<file path="config.mk">
export PLATFORM = sky130hd
export DESIGN_NAME = fetch_unit
export DESIGN_NICKNAME = d
export VERILOG_FILES = /design/src/rtl/fetch_unit.sv
export SDC_FILE = /design/constraint.sdc
export NUM_CORES = 1
export LEC_CHECK = 0
export CORE_AREA = 2 2 167 136
export CTS_BUF_LIST = sky130_fd_sc_hd__clkbuf_8
export DETAILED_ROUTE_END_ITERATION = 7
export DIE_AREA = 0 0 169 138
export PLACE_DENSITY = 0.86
export SYNTH_ARGS = -nofsm -noshare
export SYNTH_HDL_FRONTEND = slang
export SYNTH_SLANG_ARGS = --single-unit
</file>
<file path="constraint.sdc">
create_clock -name clk -period 7.3 [get_ports clk]
set_clock_uncertainty 0.2 [all_clocks]
set_input_delay 1.46 -clock clk [delete_from_list [all_inputs] [get_ports clk]]
set_output_delay 1.46 -clock clk [all_outputs]
set_load 0.05 [all_outputs]
</file>
<file path="src/rtl/fetch_unit.sv">
// Instruction fetch stage: streams sequential code-memory reads into a small
// prefetch FIFO and hands {inst, pc} to decode, flushing on branch redirects.
module fetch_unit #(
    parameter int          DEPTH    = 4,
    parameter logic [31:0] RESET_PC = 32'h0000_0000,
    parameter int          CNT_W    = 16
) (
    input  logic             clk,
    input  logic             nreset,
    output logic             mem_req,
    output logic [31:0]      mem_addr,
    input  logic [31:0]      mem_rdata,
    input  logic             redirect,
    input  logic [31:0]      redirect_pc,
    output logic [31:0]      inst,
    output logic [31:0]      inst_pc,
    output logic             inst_valid,
    input  logic             inst_ready,
    output logic [CNT_W-1:0] inst_count
);

    localparam int AW = $clog2(DEPTH);
    localparam logic [AW+1:0] DEPTH_W = DEPTH[AW+1:0];

    logic [31:0]      r_fifo_inst [DEPTH];
    logic [31:0]      r_fifo_pc   [DEPTH];
    logic [AW-1:0]    r_rd_ptr;
    logic [AW-1:0]    r_wr_ptr;
    logic [AW:0]      r_occ;
    logic [31:0]      r_fetch_pc;
    logic             r_inflight;
    logic [31:0]      r_inflight_pc;
    logic [CNT_W-1:0] r_inst_count;

    logic [AW+1:0]    w_reserved;
    logic             w_push;
    logic             w_pop;

    // Slots already promised: buffered entries plus the response still on its way.
    assign w_reserved = {1'b0, r_occ} + {{(AW+1){1'b0}}, r_inflight};

    assign mem_req    = nreset & ~redirect & (w_reserved < DEPTH_W);
    assign mem_addr   = r_fetch_pc;
    assign w_push     = nreset & ~redirect & r_inflight;
    assign inst_valid = nreset & ~redirect & (r_occ != '0);
    assign w_pop      = inst_valid & inst_ready;
    assign inst       = r_fifo_inst[r_rd_ptr];
    assign inst_pc    = r_fifo_pc[r_rd_ptr];
    assign inst_count = r_inst_count;

    // NOTE: non-blocking assignments throughout so every register samples
    // pre-edge values; blocking here would create order-dependent races.
    always_ff @(posedge clk) begin
        if (!nreset) begin
            r_fetch_pc   <= RESET_PC;
            r_inflight   <= 1'b0;
            r_occ        <= '0;
            r_rd_ptr     <= '0;
            r_wr_ptr     <= '0;
            r_inst_count <= '0;
        end else if (redirect) begin
            r_fetch_pc <= {redirect_pc[31:2], 2'b00};
            r_inflight <= 1'b0;
            r_occ      <= '0;
            r_rd_ptr   <= '0;
            r_wr_ptr   <= '0;
        end else begin
            if (mem_req) begin
                r_fetch_pc <= r_fetch_pc + 32'd4;
            end
            r_inflight <= mem_req;
            if (w_push) begin
                r_wr_ptr <= r_wr_ptr + AW'(1);
            end
            if (w_pop) begin
                r_rd_ptr     <= r_rd_ptr + AW'(1);
                r_inst_count <= r_inst_count + CNT_W'(1);
            end
            case ({w_push, w_pop})
                2'b10:   r_occ <= r_occ + (AW+1)'(1);
                2'b01:   r_occ <= r_occ - (AW+1)'(1);
                default: r_occ <= r_occ;
            endcase
        end
    end

    // NOTE: storage and the in-flight PC carry no reset; occupancy and the
    // inflight flag decide whether their contents are ever observed.
    always_ff @(posedge clk) begin
        if (mem_req) begin
            r_inflight_pc <= r_fetch_pc;
        end
        if (w_push) begin
            r_fifo_inst[r_wr_ptr] <= mem_rdata;
            r_fifo_pc[r_wr_ptr]   <= r_inflight_pc;
        end
    end

endmodule

</file>
==> flow_metrics.tcl <==
set metrics [dict create \
    gp_congestion 0.776 \
    path_max_fanout 12 \
    setup_ws_ns 2.07 \
    wl_per_cell_um 21.4 \
    hold_buffers 0 \
    io_pins 182 \
    num_vias 7342 \
    clk_latency_ns 0.55 \
    rsz0062_at_grt "no" \
    grt_pass1_vias 7521 \
    numCtsBuffers 50 \
    yosysSeqAreaShare_pct 73.7 \
    grt_max_degree 63 \
    drive_gt1_share_pct 15.6 \
    grt_antenna_before_repair 0 \
    fin_crit_sh_pct 71.7 \
    hold_end "r_fifo_pc[2][15]$_DFFE_PP_" \
    r2r_end "mem_addr[30]$_SDFFE_PN0P_" \
    r2r_setup_slack_ns 4.49 \
    ys_types 54 \
    synth_top_flop_cell "edfxtp_1" \
    worst_slew_pin_slew_ns 1.00 \
    dieWidth_um 169 \
    pwr-share-seq_pct 55.4 \
    critPathLaunchType "input port" \
    antenna_cells 0 \
    gr-total-overflow 0 \
    dp_hpwl_mm 15.6 \
    synthCells 732 \
    cts.reportedPaths.clkPinSlew_ns 0.06 \
    r2r_cells 5 \
    dpl_worst_slack_ns 2.10 \
    nets 1002 \
    p_per_area_nw_per_um2 242 \
    critPathRequiredTime_ns 5.64 \
    p_leak_nw 5.04 \
    h-tree-depth 2 \
    post_cts_resize_count 0 \
    ys_ff_latch 334 \
    worstSetupPathType "input port to output pin" \
    fin_cells 1237 \
    syn_area_per_cell_um2 17.6 \
    status "complete, no violations" \
    relSlewSlack_pct 33.0 \
    final_max_slew_viol_count 0 \
    coreArea_um2 21900 \
    p_int_mw 3.00 \
    hold_path_depth 0 \
    cts-root-buf "clkbuf_8" \
    comb_power_share_pct 5.6 \
    fp-row-count 49 \
    min-delay-start "r_inflight_pc[15]$_DFFE_PP_" \
    dp.cells 1154 \
    die_area_um2 23300 \
    p_clk_share_pct 39.0 \
    start_util_pct 58.6 \
    via_per_inst 5.94 \
    hold_viol 0 \
    ant_nets 0 \
    syn_area_um2 12900 \
    worstPathArrival_ns 3.57 \
    drtIter0Drc 693 \
    setup_viol 0 \
    track_usage_pct 22.7 \
    swShare_pct 21.6 \
    cts_setup_buffers 0 \
    first_pass_iters 6 \
    grt_pass1_wl_mm 40.8 \
    drv_cap 0 \
    synth_edf_count 278 \
    wirelength_mm 26.5 \
    min_period_ns 5.23 \
    r2r_start "mem_addr[5]$_SDFFE_PN0P_" \
    drc_errors 0 \
    p_sw_uw 829 \
    port_buffers 175 \
    async_flop_share_pct 0 \
    power.total_mw 3.83 \
    clock_sink_count 334 \
    area_growth_pct 23.2 \
    yosysWarnings 0 \
    hold_class "flip-flop to flip-flop" \
    fmax_ghz 0.191 \
    utilization_pct 72.2 \
    tritoncts "yes" \
    ctsLongestPathBuffers 3 \
    endpoint_kind "output pin" \
    die_h_um 138 \
    ir_drop_mv 0.157 \
    fin_setup_tns_ns 0 \
]
==> synthesized netlist by cell type (9+ instances only) <==
cell type	number	area share, %
xnor2_1	20	1.4
dfxtp_1	56	8.7
a31oi_1	17	0.83
nand3_1	19	0.74
nor4_1	9	0.44
and3_1	12	0.58
nand2_1	39	1.1
o21ai_0	10	0.39
mux4_2	62	11
clkbuf_1	25	0.73
nor2_1	32	0.93
edfxtp_1	278	65
o22ai_1	9	0.44
nor3_1	12	0.47
a21oi_1	18	0.70
and2_1	12	0.58
inv_1	12	0.35
==> power groups by stage <==
| stage | clock network (mW) | registers, mW | logic, mW |
|---|---|---|---|
| final | 1.49 | 2.12 | 0.214 |
| after global placement | 0 | 2.16 | 0.209 |
| after CTS | 1.52 | 2.12 | 0.214 |
| after global routing | 1.59 | 2.13 | 0.224 |
| after detailed placement | 0 | 2.16 | 0.213 |
| after floorplan | 0 | 2.19 | 0.0820 |
==> stage by stage <==
stage,hold WS [ns],area [um^2]
after detailed placement,0.284,14900
after global routing,0.316,15800
final,0.301,15800
after global placement,0.272,14900
after floorplan,0.259,12900
after CTS,0.290,15800
==> cell usage in the layout, fill, tap and decap left out, drive strengths merged, types with 18 or more instances in the layout <==
cell,n
edfxtp,278
clkdlybuf4s50,174
mux4,62
dfxtp,56
clkbuf,55
nand2,39
nor2,32
inv,26
xnor2,20
nand3,19
a21oi,18
==> registers in the layout, indices dropped and copies added, names as in the netlist, named ones only <==
signal         count
r_rd_ptr           2
mem_addr          30
r_fifo_inst      128
r_inflight_pc     30
inst_count        16
r_wr_ptr           2
r_fifo_pc        120
r_inflight         1
r_occ              3
==> per-layer routing <==
layer	up-vias	track usage, %	wire (um)
met1	3663	30.7	10700
met2	348	36.2	12700
li1	3286	-	-
met3	45	6.33	2550
met4	0	7.33	530
met5	-	0	0
==> worst max-delay path, stage by stage <==
cell and delay [ns]:
clkdlybuf4s50_1 0.72, nand2b_1 0.37, nor2_1 0.20, clkdlybuf4s50_1 0.82
==> logic make-up (layout without fill, tap and decap cells) <==
group                      after synthesis  count (layout)  share of synthesized area (%)
DFF                                    334             334                           73.7
and+or+nand+nor                        165             165                           6.76
AOI/OAI and AO/OA                       75              75                           3.73
muxes                                   68              68                           11.4
buffers and inverters                   54             276                           1.78
xor gates and xnor gates                27              27                           1.84
adders and majority gates                8               8                          0.837
other                                    1               4                         0.0292
==> worst max path at each step <==
stage / from / to / slack, ns / depth (start not counted)
after floorplan: nreset / mem_req / 2.01 / 5
after global placement: nreset / inst_valid / 2.06 / 4
after detailed placement: nreset / inst_valid / 2.10 / 4
after CTS: nreset / inst_valid / 2.08 / 4
after global routing: nreset / inst_valid / 1.97 / 4
final: nreset / inst_valid / 2.07 / 4
==> area by class of cell <==
| cell class | count | area, um^2 |
|---|---|---|
| clock buffers | 55 | 757 |
| clock inverters | 28 | 219 |
| fillers | 1357 | 6110 |
| inverters | 13 | 48.8 |
| multi-input cells | 347 | 3190 |
| flip-flops and latches | 334 | 9480 |
| well taps | 280 | 350 |
| repair buffers | 180 | 1800 |
Power figures use the tool's default switching activity.
